--- config.mk ---
export PLATFORM = sky130hd
export DESIGN_NAME = cc_speedticker
export DESIGN_NICKNAME = d
export VERILOG_FILES = /design/src/rtl/cc_speedticker_pkg.sv /design/src/rtl/cc_speedticker_limitcalc.sv /design/src/rtl/cc_speedticker.sv
export SDC_FILE = /design/constraint.sdc
export NUM_CORES = 1
export LEC_CHECK = 0
export ABC_AREA = 0
export CELL_PAD_IN_SITES_DETAIL_PLACEMENT = 2
export CELL_PAD_IN_SITES_GLOBAL_PLACEMENT = 2
export CORE_ASPECT_RATIO = 0.5
export CORE_UTILIZATION = 35
export CTS_CLUSTER_SIZE = 8
export DETAILED_ROUTE_END_ITERATION = 7
export GPL_TIMING_DRIVEN = 0
export PLACE_DENSITY_LB_ADDON = 0.1
export SYNTH_ARGS = -nofsm -noshare
export SYNTH_HDL_FRONTEND = slang
export SYNTH_SLANG_ARGS = --single-unit
--- constraint.sdc ---
create_clock -name CC_SPEEDTICKER_CLOCK_50 -period 6.43 [get_ports CC_SPEEDTICKER_CLOCK_50]
set_input_delay 0.643 -clock CC_SPEEDTICKER_CLOCK_50 [delete_from_list [all_inputs] [get_ports CC_SPEEDTICKER_CLOCK_50]]
set_output_delay 0.643 -clock CC_SPEEDTICKER_CLOCK_50 [all_outputs]
set_load 0.005 [all_outputs]
--- src/rtl/cc_speedticker_pkg.sv ---
// Shared definitions for the speed-timebase generator: FSM state encoding
// and the default limit constants used by the top and the limit calculator.
package cc_speedticker_pkg;

    typedef enum logic [1:0] {
        ST_SETUP  = 2'd0,
        ST_STROBE = 2'd1,
        ST_RUN    = 2'd2
    } state_e;

    localparam int unsigned DEFAULT_DATAWIDTH       = 28;
    localparam int unsigned DEFAULT_LEVELWIDTH      = 3;
    localparam int unsigned DEFAULT_BASE_LIMIT      = 50_000_000;
    localparam int unsigned DEFAULT_STEP            = 5_000_000;
    localparam int unsigned DEFAULT_MIN_LIMIT       = 5_000_000;
    localparam int unsigned DEFAULT_TICKS_PER_LEVEL = 8;

endpackage

--- src/rtl/cc_speedticker_limitcalc.sv ---
// Combinational limit function: BASE - level*STEP, clamped to MIN on borrow
// or when the difference falls below the floor.
module cc_speedticker_limitcalc
    import cc_speedticker_pkg::*;
#(
    parameter int unsigned SPEEDTICKER_DATAWIDTH  = DEFAULT_DATAWIDTH,
    parameter int unsigned SPEEDTICKER_LEVELWIDTH = DEFAULT_LEVELWIDTH,
    parameter int unsigned SPEEDTICKER_BASE_LIMIT = DEFAULT_BASE_LIMIT,
    parameter int unsigned SPEEDTICKER_STEP       = DEFAULT_STEP,
    parameter int unsigned SPEEDTICKER_MIN_LIMIT  = DEFAULT_MIN_LIMIT
) (
    input  logic [SPEEDTICKER_LEVELWIDTH-1:0] level_i,
    output logic [SPEEDTICKER_DATAWIDTH-1:0]  limit_o
);

    localparam int unsigned DW = SPEEDTICKER_DATAWIDTH;
    localparam int unsigned XW = SPEEDTICKER_DATAWIDTH + 1;

    logic [63:0]   product;
    logic [XW-1:0] diff;
    logic          borrow;

    // The product is formed wide so a large level*STEP can never alias back
    // into a small in-range difference after truncation.
    always_comb begin
        product = 64'(level_i) * 64'(SPEEDTICKER_STEP);
        diff    = {1'b0, DW'(SPEEDTICKER_BASE_LIMIT)} - XW'(product);
        borrow  = diff[XW-1] || (product > 64'(SPEEDTICKER_BASE_LIMIT));
        if (borrow || (diff < XW'(SPEEDTICKER_MIN_LIMIT))) begin
            limit_o = DW'(SPEEDTICKER_MIN_LIMIT);
        end else begin
            limit_o = diff[DW-1:0];
        end
    end

endmodule

--- src/rtl/cc_speedticker.sv ---
// Speed timebase: enable-gated period counter with a SETUP/STROBE/RUN limit
// handshake, per-period tick and level-up every TICKS_PER_LEVEL ticks.
module cc_speedticker
    import cc_speedticker_pkg::*;
#(
    parameter int unsigned SPEEDTICKER_DATAWIDTH       = DEFAULT_DATAWIDTH,
    parameter int unsigned SPEEDTICKER_LEVELWIDTH      = DEFAULT_LEVELWIDTH,
    parameter int unsigned SPEEDTICKER_BASE_LIMIT      = DEFAULT_BASE_LIMIT,
    parameter int unsigned SPEEDTICKER_STEP            = DEFAULT_STEP,
    parameter int unsigned SPEEDTICKER_MIN_LIMIT       = DEFAULT_MIN_LIMIT,
    parameter int unsigned SPEEDTICKER_TICKS_PER_LEVEL = DEFAULT_TICKS_PER_LEVEL
) (
    input  logic                              CC_SPEEDTICKER_CLOCK_50,
    input  logic                              CC_SPEEDTICKER_RESET_InHigh,
    input  logic                              CC_SPEEDTICKER_enable_InHigh,
    input  logic                              CC_SPEEDTICKER_restart_InHigh,
    output logic [SPEEDTICKER_DATAWIDTH-1:0]  CC_SPEEDTICKER_data_OutBUS,
    output logic [SPEEDTICKER_DATAWIDTH-1:0]  CC_SPEEDTICKER_limit_OutBUS,
    output logic                              CC_SPEEDTICKER_loadSignal_OutLow,
    output logic                              CC_SPEEDTICKER_tick_OutHigh,
    output logic [SPEEDTICKER_LEVELWIDTH-1:0] CC_SPEEDTICKER_level_OutBUS,
    output logic                              CC_SPEEDTICKER_maxLevel_OutHigh
);

    localparam int unsigned DW  = SPEEDTICKER_DATAWIDTH;
    localparam int unsigned LW  = SPEEDTICKER_LEVELWIDTH;
    localparam int unsigned TCW = (SPEEDTICKER_TICKS_PER_LEVEL > 1) ?
                                  $clog2(SPEEDTICKER_TICKS_PER_LEVEL) : 1;
    localparam logic [LW-1:0]  LEVEL_MAX = '1;
    localparam logic [TCW-1:0] TICK_LAST = TCW'(SPEEDTICKER_TICKS_PER_LEVEL - 1);

    state_e         state_q;
    logic [DW-1:0]  count_q;
    logic [DW-1:0]  limit_q;
    logic           load_q;
    logic           tick_q;
    logic [LW-1:0]  level_q;
    logic           maxLevel_q;
    logic [TCW-1:0] tickCount_q;

    logic [LW-1:0]  levelNext_d;
    logic [DW-1:0]  limitNext_d;

    assign levelNext_d = level_q + LW'(1);

    cc_speedticker_limitcalc #(
        .SPEEDTICKER_DATAWIDTH  (SPEEDTICKER_DATAWIDTH),
        .SPEEDTICKER_LEVELWIDTH (SPEEDTICKER_LEVELWIDTH),
        .SPEEDTICKER_BASE_LIMIT (SPEEDTICKER_BASE_LIMIT),
        .SPEEDTICKER_STEP       (SPEEDTICKER_STEP),
        .SPEEDTICKER_MIN_LIMIT  (SPEEDTICKER_MIN_LIMIT)
    ) u_limitcalc (
        .level_i (levelNext_d),
        .limit_o (limitNext_d)
    );

    // Limit only changes on the edge that enters SETUP, so it is settled a
    // full cycle before the load strobe falls in STROBE.
    always_ff @(posedge CC_SPEEDTICKER_CLOCK_50) begin
        if (CC_SPEEDTICKER_RESET_InHigh || CC_SPEEDTICKER_restart_InHigh) begin
            state_q     <= ST_SETUP;
            count_q     <= '0;
            limit_q     <= DW'(SPEEDTICKER_BASE_LIMIT);
            load_q      <= 1'b1;
            tick_q      <= 1'b0;
            level_q     <= '0;
            maxLevel_q  <= 1'b0;
            tickCount_q <= '0;
        end else begin
            case (state_q)
                ST_SETUP: begin
                    state_q <= ST_STROBE;
                    load_q  <= 1'b0;
                    tick_q  <= 1'b0;
                    count_q <= '0;
                end
                ST_STROBE: begin
                    state_q <= ST_RUN;
                    load_q  <= 1'b1;
                    tick_q  <= 1'b0;
                    count_q <= '0;
                end
                ST_RUN: begin
                    if (!CC_SPEEDTICKER_enable_InHigh) begin
                        tick_q <= 1'b0;
                    end else if (count_q >= limit_q) begin
                        count_q <= '0;
                        tick_q  <= 1'b1;
                        if ((level_q != LEVEL_MAX) && (tickCount_q == TICK_LAST)) begin
                            level_q     <= levelNext_d;
                            limit_q     <= limitNext_d;
                            maxLevel_q  <= (levelNext_d == LEVEL_MAX);
                            tickCount_q <= '0;
                            state_q     <= ST_SETUP;
                        end else if (level_q == LEVEL_MAX) begin
                            tickCount_q <= '0;
                        end else begin
                            tickCount_q <= tickCount_q + TCW'(1);
                        end
                    end else begin
                        count_q <= count_q + DW'(1);
                        tick_q  <= 1'b0;
                    end
                end
                default: begin
                    state_q <= ST_SETUP;
                end
            endcase
        end
    end

    assign CC_SPEEDTICKER_data_OutBUS       = count_q;
    assign CC_SPEEDTICKER_limit_OutBUS      = limit_q;
    assign CC_SPEEDTICKER_loadSignal_OutLow = load_q;
    assign CC_SPEEDTICKER_tick_OutHigh      = tick_q;
    assign CC_SPEEDTICKER_level_OutBUS      = level_q;
    assign CC_SPEEDTICKER_maxLevel_OutHigh  = maxLevel_q;

endmodule

==> flow_results.org, run 1 <==
** Synth
- Syn_area_per_cell :: 8.02 sq um
- Async set-reset flop share out of synthesis :: 0%
- Dominant cells by area after synthesis :: dfxtp_1 (28%), ha_1 (13%), xnor2_1 (5.3%)
- During synthesis, Yosys emitted a total of 0 warnings.
- Summing the areas of all compound-gate instances in the mapped netlist gives 18.4% of the synthesized area.
- The synthesized design contains 0 enable-type register cells.
- Post-synthesis cell count :: 532
- Cell type contributing the most total cell area after synthesis :: dfxtp_1
- Fraction of synthesized cell area taken by the top area cell type :: 28.1%
- Number of synthesized register bits :: 60
- In this run, distinct cell masters in the synthesized netlist total 64.
- After synthesis the cells add up to 4270 sq um.
- Prevailing post-synth register cell :: dfxtp_1
- Fraction of the mapped netlist area in adder cells :: between 10% and 20%
- After synthesis, the largest family of logic cells by area is simple AND/OR/NAND/NOR gates.
- Multiplexer fraction of the synthesized cell area :: 0.704%
- Area fraction in and, or, nand and nor cells after synthesis :: 22.7%
- XOR/XNOR Fraction of Synth Area :: 9.82%
- Sequential element share of the synthesized area :: 28.1%
- By count the netlist is led by dfxtp_1 (60), nor2_1 (60), nand2_1 (55).

** Outcome
- Violations in the final reports :: design-rule violations
- The flow ran to the end, but the final reports show violations.

** Floorplanning
- Placement Rows :: 28
- The initial utilization of the core area, before any placement, comes to 36.0%.
- Vertical die dimension :: 80.1 microns
- Count of pins on the block boundary :: 66
- The core region is 11800 sq um.
- The die covers 12700 sq um.
- Overall die width :: 158 microns

** Power
- Total leakage power :: 2.24 nW
- Comb pwr share :: 1.9%
- Sequential group share of total power :: 43.5%
- Cell internal power was estimated by the tool at 681 uW.
- The clock network is responsible for around 55% of the overall power.
- For this design the ratio of total power to cell area is approximately 160 nW/um^2.
- Total power for the finished layout comes to 861 uW.
- Summed over all nets, the switching power comes to 181 uW.
- VDD IR-drop max :: 116 uV
- In this run switching power makes up 21.0% of total power.

** GRT
- The initial antenna violation count came to 0.
- Met1 Track Usage GR :: 33.2%
- The global routing stage identified its most utilized layer as met2.
- Global routing consumed, over all layers together, 24.8% of the routing resources.
- Pin count of the biggest net entering global routing :: 14
- Met3 Track Usage GR :: 3.45%
- Vias in the first global route :: ~4300
- Global Route met2 Usage :: 41.9%
- Global route overflow :: 0
- The first global-routing pass estimated 23.9 mm of wire.

** CTS
- Post-cts repair resize count :: 0
- The root buffer cell chosen for the clock tree is clkbuf_16.
- Clock transition at the registers of the reported paths :: 0.05 ns
- The H-tree was split into 3 levels.
- TritonCTS built the clock tree.
- Clock net sink count :: 60
- Number of hold buffers added after CTS :: 0
- Buffers inserted during clock tree synthesis total 9.
- Setup Fix Bufs, Post-CTS :: 0
- The later pin in the worst-skew pair is clocked with a latency of 0.33 ns.
- No sink is reached through more buffers than the 2 on the longest clock path.

** Routing
- For this run, design rule violations remaining after detail routing come to 1.
- Total routed wirelength :: 14.9 mm
- The detail route stage leaves a number of antenna-violating nets equal to 0.
- Detailed routing inserted a total of between 4000 and 5000 vias.
- In the routed layout, each cell is associated on average with a via count of about 5.4.
- After detailed routing, the average wire length per cell comes to about 19 microns.
- The first routing iteration left roughly 170 violations.
- Number of iterations in the first detailed-routing pass :: 6

** Setup path
- STA classifies the critical path startpoint as a register.
- The number of buffers and inverters on the critical path is 6.
- Among the stages of the critical path, the cell type that occurs most often is ha_1.
- The slowest stage of the critical path is the or4_1 cell.
- Reg2Reg Depth :: 17
- Worst EP required :: 6.64 ns
- Crit-path cells :: buf_6, inv_1, ha_1, buf_2, inv_1, ha_1, ha_1, clkbuf_1, o2111a_1, nor2_1, mux2i_1, o221ai_1, or4_1, a2bb2oi_4, o41ai_4, buf_6, a221o_1
- The worst setup path is captured at a register.
- Number of gates on the worst path with buffers counted :: 17
- The worst setup path is of the register to register kind.
- Data arrives at the worst endpoint at about 5.4 ns.
- Max stage delay on crit path :: about 0.64 ns
- Family with the most delay on the worst path :: buffers and inverters
- Along the worst path, the maximum fanout reaches 13.

** STA
- Maximum clock skew at final layout :: 0.0118 ns
- Final setup violation count :: 0
- Number of hold violations in the final report :: 0
- The worst path in the final design needs a cycle of 5.24 ns, including I/O delays and setup.
- The total count of max-transition violations in the final report is 0.
- Relative max-transition margin :: between 40% and 50%
- Pin slew with the least headroom to its limit :: 0.789 ns
- Maximum frequency from static timing analysis :: 0.191 GHz
- RSZ-0062 raised after global routing :: false
- The final critical path takes up 81.4% of the cycle.
- For the final routed database, the setup TNS stands at 0 ns.

** Place
- Including well taps, the total number of placed cells is between 700 and 800.
- Input and output buffers added on the ports amount to 59.
- Detailed placement ended at an HPWL of 11.2 mm.
- Gp weighted congestion :: 0.807

** Layout
- Antenna fix cells :: 0
- Once layout is complete, the cells apart from fillers number 776.
- Of the cells placed in the final design, the portion with a size suffix greater than 1 is between 6 and 7%.
- Final nets :: 654
- Layout Area Growth over Synthesis :: 25.9%

** Worst hold path
- The path class of the tightest hold or removal check is register to register.
- Number of stages on the worst hold path :: 2

** Job
- Count of max-cap constraint violations :: 0
-- area by class of cell --
type | count | area (sq um)
fillers | 1364 | 6470
multi-input cells | 406 | 2770
flip-flops and latches | 60 | 1200
repair buffers | 59 | 591
clock buffers | 14 | 284
well taps | 165 | 206
plain buffers | 34 | 181
inverters | 37 | 139
clock inverters | 1 | 5.00
-- final timing paths --
check                                  startpoint                               to  slack (ns)
setup / recovery   CC_SPEEDTICKER_level_OutBUS[0]  CC_SPEEDTICKER_limit_OutBUS[17]        1.19
hold / removal    CC_SPEEDTICKER_maxLevel_OutHigh  CC_SPEEDTICKER_maxLevel_OutHigh        0.46
setup reg to reg   CC_SPEEDTICKER_level_OutBUS[0]  CC_SPEEDTICKER_limit_OutBUS[17]        1.19
hold reg to reg   CC_SPEEDTICKER_maxLevel_OutHigh  CC_SPEEDTICKER_maxLevel_OutHigh        0.46
-- placed cells by master, fill, tap and decap left out, types with 4 or more instances in the layout --
master and n:
a31oi_1 6, nand3_1 22, o21ai_0 10, xnor2_1 26, xor2_1 20, inv_1 37
a221o_1 8, buf_4 7, nand2b_1 8, a21o_1 11, a221oi_1 4, nor4_1 4
nor3_1 13, and3_1 11, dfxtp_1 60, clkbuf_8 4, ha_1 43, clkbuf_1 18
clkbuf_16 9, nand2_1 55, o21ai_1 4, and2_1 5, clkdlybuf4s50_1 59, conb_1 6
a211oi_1 5, a21oi_1 21, nor2_1 60, nand4_1 11
-- worst reg2reg max path: stages, from the launching register on --
cell and delay (ns):
dfxtp_1 0.60, buf_6 0.21, inv_1 0.23, ha_1 0.44
buf_2 0.30, inv_1 0.19, ha_1 0.24, ha_1 0.28
clkbuf_1 0.37, o2111a_1 0.37, nor2_1 0.07, mux2i_1 0.16
o221ai_1 0.19, or4_1 0.64, a2bb2oi_4 0.22, o41ai_4 0.13
buf_6 0.17, a221o_1 0.29
-- power groups by stage --
stage                     sequential, mW  clock, mW  combinational, mW
final                              0.375      0.470             0.0167
after global routing               0.374      0.491             0.0185
after CTS                          0.374      0.477             0.0167
after detailed placement           0.382          0             0.0164
after global placement             0.382          0             0.0161
after floorplan                    0.382          0             0.0101
-- registers in the layout (all words and copies together), names as in the netlist --
register and flops:
CC_SPEEDTICKER_level_OutBUS 3, CC_SPEEDTICKER_limit_OutBUS 21, CC_SPEEDTICKER_tick_OutHigh 1, tickCount_q 3
CC_SPEEDTICKER_loadSignal_OutLow 1, CC_SPEEDTICKER_data_OutBUS 28, CC_SPEEDTICKER_maxLevel_OutHigh 1, state_q 2
-- cells by family after synthesis --
family,count (synthesis)
other,1
and+or+nand+nor,205
adders and majority gates,43
muxes,3
AOI/OAI and AO/OA,102
xor gates and xnor gates,47
DFF,60
buffers and inverters,71
-- routing by layer --
| metal | wire length (microns) | vias to the layer above |
|---|---|---|
| li1 | - | 2009 |
| met1 | 7280 | 2068 |
| met2 | 7020 | 71 |
| met3 | 376 | 23 |
| met4 | 218 | 0 |
| met5 | 0 | - |
-- per-stage QoR --
step / hold WS, ns / cell area [sq um] / worst slack (ns) / utilization (%)
finish: 0.464 / 5370 / 1.19 / 45.4
global route: 0.494 / 5370 / 0.898 / 45.4
CTS: 0.471 / 5370 / 1.18 / 45.4
detailed placement: 0.457 / 5080 / 1.23 / 42.9
global placement: 0.450 / 5080 / 1.26 / 42.9
floorplan: 0.448 / 4290 / 2.20 / -
No activity file was read; power rests on OpenSTA's default activity.
==> inputs of run 2 (changes only) <==
CORE_UTILIZATION = 32   (was 35)
clock period = 5.4 ns   (was 6.43 ns; I/O delays follow)
==> run 2 against run 1 <==
Core utilization decreased by 3.1 points. Combinational power increased by 19%. Die area increased by 9.2%. Final area increased by 1.0%. Via count decreased by 2.0%. Register-to-register slack got worse by 0.77 ns. Maximum frequency increased by 5.1%. The run still ends with design-rule violations left. Setup slack got worse by 0.77 ns. Worst hold slack got worse by 0.0063 ns. Critical path depth unchanged. Sequential share of layout area decreased by 0.20 points.
==> flow_results.org, run 2 (synthesis gave the netlist of run 1 again) <==
** Floorplanning
- Placement Rows :: 29 (+3.6%)
- Initial core utilization :: 33.2% (-2.8 points)
- Count of pins on the block boundary :: 66 (unchanged)
- Core Area :: 12800 sq um (+8.5%)
- Area of the die :: 13800 sq um (+9.2%)
- Vertical die dimension :: 83.7 microns (+4.5%)
- Overall die width :: 165 microns (+4.5%)

** GRT
- Wire length of the first global-routing pass :: 23.7 mm (-1.2%)
- Pin count of the biggest net entering global routing :: 14 (unchanged)
- Global route overflow :: 0 (unchanged)
- The number of global-route vias before repair came to 4293 (-1.0%).
- The total global routing track utilization was 22.0% (-2.8 points).
- Antenna violations before repair :: 0 (unchanged)

** Power
- VDD IR-drop max :: 107 uV (-8.2%)
- The power per standard cell area was 209 nW/um^2 (+31%).
- Total Power Consumption :: 1.14 mW (+32%)
- Total leakage power :: 2.26 nW (+0.79%)

** CTS
- Num CTS Buffers :: 9 (unchanged)
- Clock transition at the registers of the reported paths :: 0.05 ns (about the same)
- The maximum clock insertion buffer count is 2 (unchanged).
- The number of gates resized after cts came to 0 (unchanged).
- Setup Fix Bufs, Post-CTS :: 0 (unchanged)
- Clock net sink count :: 60 (unchanged)
- The tree is rooted in a clkbuf_16.
- TritonCTS clock tree :: yes
- Number of hold buffers added after CTS :: 0 (unchanged)
- The clock latency on the worst-skew pair was 0.34 ns (about the same).
- The number of levels in the clock H-tree was 3 (unchanged).

** STA
- Final worst slack :: 0.419 ns (-0.774 ns)
- Post-layout minimum cycle time :: 4.98 ns (-0.256 ns)
- Post-route fraction of the period consumed by the critical path :: 92.2% (+11 points)
- The clock skew was 0.0147 ns (+0.00287 ns).
- Setup repair after global routing left no endpoint under its margin.
- Slew Limit Fails :: 0 (unchanged)
- The slew at the pin closest to its max-slew limit is 0.811 ns (+0.0223 ns).
- The setup TNS came to 0 ns (unchanged).
- The highest attainable clock frequency was 0.201 GHz (+5.1%).
- Number of hold violations in the final report :: 0 (unchanged)
- Relative max-transition margin :: 45.5% (-1.5 points)
- The number of failing setup endpoints in the final timing report was 0 (unchanged).

** Setup path
- The cell family contributing the most delay on the critical path is compound AO/OA/AOI/OAI gates.
- Max stage delay on crit path :: 0.66 ns (+0.02 ns)
- CP Launch Type :: register
- The setup slack on the worst flop-to-flop path is 0.42 ns (-0.77 ns).
- The data arrival time of the critical path is 5.20 ns (-0.24 ns).
- The worst-path maximum fanout was 13 (unchanged).
- Worst path slowest cell :: or4_1
- Endpoint type of the worst setup path :: register
- Reg2Reg Depth :: 17 (unchanged)
- CP bufs+invs :: 4 (-2)
- The count of cell instances traversed by the critical path is 17 (unchanged).
- Crit path top cell by count :: ha_1
- Traced cell by cell, the critical path runs through buf_6, inv_1, ha_1, buf_2, xnor2_1, ha_1, ha_1, a21o_1, a211oi_1, o21ai_1, nand3_1, o221ai_1, or4_1, a2bb2oi_4, o41ai_4, buf_6, a221o_1.
- The required time of the critical path is 5.62 ns (-1.02 ns).
- The critical path is of the register to register type.

** Routing
- Met3 layer wire length in the routed design :: 350 microns (-6.9%)
- DRT iter0 DRCs :: 186 (+6.9%)
- The routed metal-1 wirelength came to 7.31 mm (+0.32%).
- Total routed wirelength :: 14.4 mm (-3.3%)
- Highest signal layer in the routed design :: met4
- Number of iterations in the first detailed-routing pass :: 6 (unchanged)
- The ratio of routed vias to standard cells is 5.23 (-2.6%).
- The remaining antenna violation count after routing is 0 (unchanged).
- The detailed route wirelength on metal2 is 6.63 mm (-5.5%).
- Detailed-route DRC error count :: 8 (+7)
- The via count of the routed design came to 4087 (-2.0%).
- The detail-routed net length per standard cell is 18.4 microns (-3.9%).

** Outcome
- The final reports fail on design-rule violations.
- The run finished, with violations left.

** Job
- The reported max-cap violation count came to 0 (unchanged).

** Place
- Final HPWL DP :: 11.2 mm (-0.60%)
- The placer's final routability congestion estimate was 0.800 (-0.79%).
- Placed Instances :: 766 (+0.66%)
- Worst slack at placement :: 0.176 ns (-1.06 ns)
- The number of I/O port buffers came to 59 (unchanged).

** Layout
- Leaving out fill and tap cells, the most frequent cell in the layout is nor2_1.
- The filler cell count came to 1503 (+10%).
- Final standard cell count with taps included and fillers excluded :: 781 (+0.64%)
- Number of flip-flops in the largest register :: 28 (unchanged)
- Relative to the synthesized area, the layout overhead comes to 27.2%.
- The total number of nets in the final design is 653 (-0.15%).
- The top cell types in the final layout, fill and taps aside, are nor2_1 (60), dfxtp_1 (59), clkdlybuf4s50_1 (59).
- The share of final-layout standard cells stronger than drive strength 1 came to 7.20% (+0.33 points).
- Antenna fix cells :: 0 (unchanged)

** Worst hold path
- Worst min-delay path class :: register to register
- The number of cells on the worst hold path is 2 (unchanged).
-- run 2: power breakdown --
group / internal [mW] / switching [mW] / leakage, nW
Sequential: 0.444 / 0.00151 / 0.485
Combinational: 0.00848 / 0.0113 / 1.61
Clock: 0.452 / 0.220 / 0.163
Total: 0.904 / 0.233 / 2.26
-- run 2: tightest hold or removal path: stages (launching register included) --
cell	delay [ns]
dfxtp_1	0.31
nand2_1	0.05
a21oi_1	0.05
-- run 2: area by class of cell --
cell class | count | area, sq um | share of cell area, %
buffer | 33 | 178 | 3.27
clock buffer | 10 | 229 | 4.22
clock inverter | 6 | 111 | 2.05
inverter | 37 | 139 | 2.56
multi-input combinational | 406 | 2770 | 50.9
sequential | 60 | 1200 | 22.2
tap | 170 | 213 | 3.92
timing repair buffer | 59 | 591 | 10.9
-- run 2: metal layers --
metal | GRT usage (%) | vias up
li1 | - | 2003
met1 | 30.0 | 2016
met2 | 36.5 | 57
met3 | 3.38 | 11
met4 | 4.46 | 0
met5 | 0 | -
-- run 2: through the flow --
stage	hold WS [ns]	area (sq um)	utilization, %
after floorplan	0.448	4290	-
after global placement	0.448	5090	39.6
after detailed placement	0.452	5090	39.6
after CTS	0.466	5430	42.3
after global routing	0.479	5430	42.3
final	0.458	5430	42.3
-- run 2: path summary, 6_finish.rpt --
kind,to,start
max,CC_SPEEDTICKER_limit_OutBUS[7],CC_SPEEDTICKER_level_OutBUS[0]
min,CC_SPEEDTICKER_maxLevel_OutHigh,CC_SPEEDTICKER_maxLevel_OutHigh
max reg2reg,CC_SPEEDTICKER_limit_OutBUS[7],CC_SPEEDTICKER_level_OutBUS[0]
min reg2reg,CC_SPEEDTICKER_maxLevel_OutHigh,CC_SPEEDTICKER_maxLevel_OutHigh
==> inputs of run 3 (changes only) <==
CORE_ASPECT_RATIO = 1.2   (was 0.5)
CORE_UTILIZATION = 38   (was 32)
DONT_BUFFER_PORTS = 1   (was unset)
==> run 3 against run 2 <==
The flow now finishes without violations. Register-to-register slack got worse by 0.097 ns. Clock skew fell by 0.0054 ns. Worst hold slack improved by 0.014 ns. Clock power fell by 15%. Power fell by 9.2%. Maximum frequency fell by 1.9%. Clock-buffer cell count rose by 2. Largest power group unchanged. Combinational power fell by 22%. Critical endpoint unchanged. Final cell count fell by 12%. Core utilization rose by 0.98 points. Die area fell by 16%.
==> flow_results.org, run 3 (synthesis gave the netlist of run 1 again) <==
** Layout
- The number of standard cells in the final layout excluding fillers is 685 (-12%).
- Final nets :: 595 (-8.9%)
- Leading cell type in the layout, fill and taps excluded :: nor2_1
- Final Cell Area :: 4750 sq um (-13%)
- The share of final-layout standard cells stronger than drive strength 1 was 7.78% (+0.57 points).
- The filler cell count came to 1284 (-15%).
- Number of flip-flops in the largest register :: 28 (unchanged)
- The antenna diode instance count came to 0 (unchanged).
- The core utilization of the finished layout came to 43.2% (+0.98 points).
- Layout Area Growth over Synthesis :: 11.3%
- The top cell types in the final layout, fill and taps aside, are nor2_1 (60), dfxtp_1 (59), nand2_1 (55).

** GRT
- Vias in the first global route :: 4209 (-2.0%)
- The maximum number of pins on one net before global-route repair was 14 (unchanged).
- Global route overflow :: 0 (unchanged)
- The initial antenna violation count came to 0 (unchanged).
- The total global routing track utilization came to 24.3% (+2.3 points).
- Wire length of the first global-routing pass :: 22.3 mm (-5.7%)

** Routing
- The post-route DRC violation count came to 0 (-8).
- The number of search-and-repair iterations in the first detailed-routing pass was 4 (-2).
- The ratio of routed vias to standard cells is 5.63 (+7.5%).
- The via count of the routed design is 3854 (-5.7%).
- Total routed wirelength :: 13.5 mm (-6.0%)
- The detail-routed net length per standard cell was 19.8 microns (+7.2%).
- Post-detailed-route count of antenna-violating nets :: 0 (unchanged)
- The iteration-0 DRC count of the detailed router is 131 (-30%).

** Job
- The reported max-cap violation count came to 0 (unchanged).

** Setup path
- Worst EP required :: 5.61 ns (about the same)
- STA classifies the critical path endpoint as a register.
- WP data arrival :: 5.29 ns (+0.09 ns)
- By startpoint and endpoint, the worst setup path is classified as register to register.
- CP Launch Type :: register
- The count of cells along the worst register-to-register path was 17 (unchanged).
- Crit path max fanout :: 13 (unchanged)

** Outcome
- The run finished with clean final reports.

** STA
- Maximum clock skew at final layout :: 0.00925 ns (-0.00540 ns)
- The clock period minus final worst setup slack came to 5.08 ns (+0.0974 ns).
- Number of hold violations in the final report :: 0 (unchanged)
- The worst hold slack after final layout is 0.472 ns (+0.0140 ns).
- The slew at the pin closest to its max-slew limit was 0.796 ns (-0.0154 ns).
- The highest attainable clock frequency was 0.197 GHz (-1.9%).
- Final setup violation count :: 0 (unchanged)
- The total count of max-transition violations in the final report was 0 (unchanged).
- The setup TNS came to 0 ns (unchanged).
- Relative max-transition margin :: 46.5% (+0.95 points)
- Post-route fraction of the period consumed by the critical path :: 94.0% (+1.8 points)
- RSZ-0062 raised after global routing :: false

** Place
- Placed Instances :: 669 (-13%)
- Final HPWL DP :: 10.9 mm (-2.8%)
- Dpl cell area :: 4450 sq um (-13%)
- I/O Buffers :: 0 (-100%)
- The placer's final routability congestion estimate was 0.899 (+12%).

** CTS
- Setup Fix Bufs, Post-CTS :: 0 (unchanged)
- The clock latency on the worst-skew pair came to 0.33 ns (about the same).
- Number of H-tree branching levels :: 3 (unchanged)
- Clk buf depth :: 2 (unchanged)
- The number of hold buffers added after CTS is 0 (unchanged).
- TritonCTS clock tree :: yes
- The number of buffers inserted during clock tree synthesis was 9 (unchanged).
- Clock net sink count :: 60 (unchanged)
- The register clock-pin slew on the reported worst setup and hold paths was 0.05 ns (about the same).
- The tree is rooted in a clkbuf_16.

** Floorplanning
- The die area was 11700 sq um (-16%).
- Core Area :: 11000 sq um (-14%)
- The number of standard-cell rows in the floorplan is 42 (+45%).
- Initial core utilization :: 38.9% (+5.6 points)
- Count of pins on the block boundary :: 66 (unchanged)
- Vertical die dimension :: 118 microns (+41%)
- Overall die width :: 98.7 microns (-40%)

** Worst hold path
- The number of cells on the worst hold path was 2 (unchanged).
- Worst min-delay path class :: register to register

** Power
- Power Density :: 217 nW/um^2 (+3.7%)
- The cell leakage power is 2.03 nW (-10%).
- VDD IR-drop max :: 122 uV (+15%)
[run 3: cell count changes in the layout (fill, tap and decap cells not counted), sizes merged]
cell and delta:
inv -1, clkinvlp -1, clkinv +2, clkbuf +3, clkdlybuf4s50 -59, bufinv -2
[run 3: cell type report]
cell class / instances / area (sq um) / area share [%]
multi-input cells: 406 / 2770 / 58.2
inverters: 37 / 139 / 2.92
plain buffers: 34 / 181 / 3.82
well taps: 132 / 165 / 3.48
clock inverters: 4 / 48.8 / 1.03
clock buffers: 12 / 246 / 5.19
flip-flops and latches: 60 / 1200 / 25.3
[run 3: power by group]
group / switching [mW] / internal, mW
clock network: 0.201 / 0.369
logic: 0.00973 / 0.00566
registers: 0.00180 / 0.444
[run 3: what timing repair did]
action                                 in CTS  in global routing
endpoints found under the hold margin       0                  0
gates resized for setup                     0                  1
setup endpoints to repair                   0                 12
[run 3: worst paths after layout]
check	from	to	slack [ns]
max	CC_SPEEDTICKER_level_OutBUS[0]	CC_SPEEDTICKER_limit_OutBUS[7]	0.32
min	CC_SPEEDTICKER_maxLevel_OutHigh	CC_SPEEDTICKER_maxLevel_OutHigh	0.47
max reg2reg	CC_SPEEDTICKER_level_OutBUS[0]	CC_SPEEDTICKER_limit_OutBUS[7]	0.32
min reg2reg	CC_SPEEDTICKER_maxLevel_OutHigh	CC_SPEEDTICKER_maxLevel_OutHigh	0.47
[run 3: metal layers]
| layer | up-vias | track usage (%) | wire length, microns |
|---|---|---|---|
| met5 | - | 0 | 0 |
| met4 | 0 | 7.56 | 225 |
| met3 | 14 | 3.44 | 346 |
| met2 | 57 | 46.6 | 7380 |
| met1 | 1888 | 27.1 | 5590 |
| li1 | 1895 | - | - |
[run 3: per-stage QoR]
stage / power [mW] / setup slack [ns]
detailed placement: 0.471 / 0.137
global placement: 0.470 / 0.282
finish: 1.03 / 0.322
global route: 1.06 / 0.00128
CTS: 1.04 / 0.112
floorplan: 0.467 / 1.17
[run 3: worst max-delay path, stage by stage, from the launching register on]
cell,delay (ns)
dfxtp_2,0.49
buf_6,0.19
inv_1,0.25
ha_1,0.46
buf_2,0.31
inv_1,0.19
ha_1,0.24
ha_1,0.28
clkbuf_1,0.32
o2111a_1,0.35
nor2_1,0.07
mux2i_1,0.15
o221ai_1,0.20
or4_1,0.65
a2bb2oi_4,0.21
o41ai_4,0.12
buf_6,0.17
a221o_1,0.30
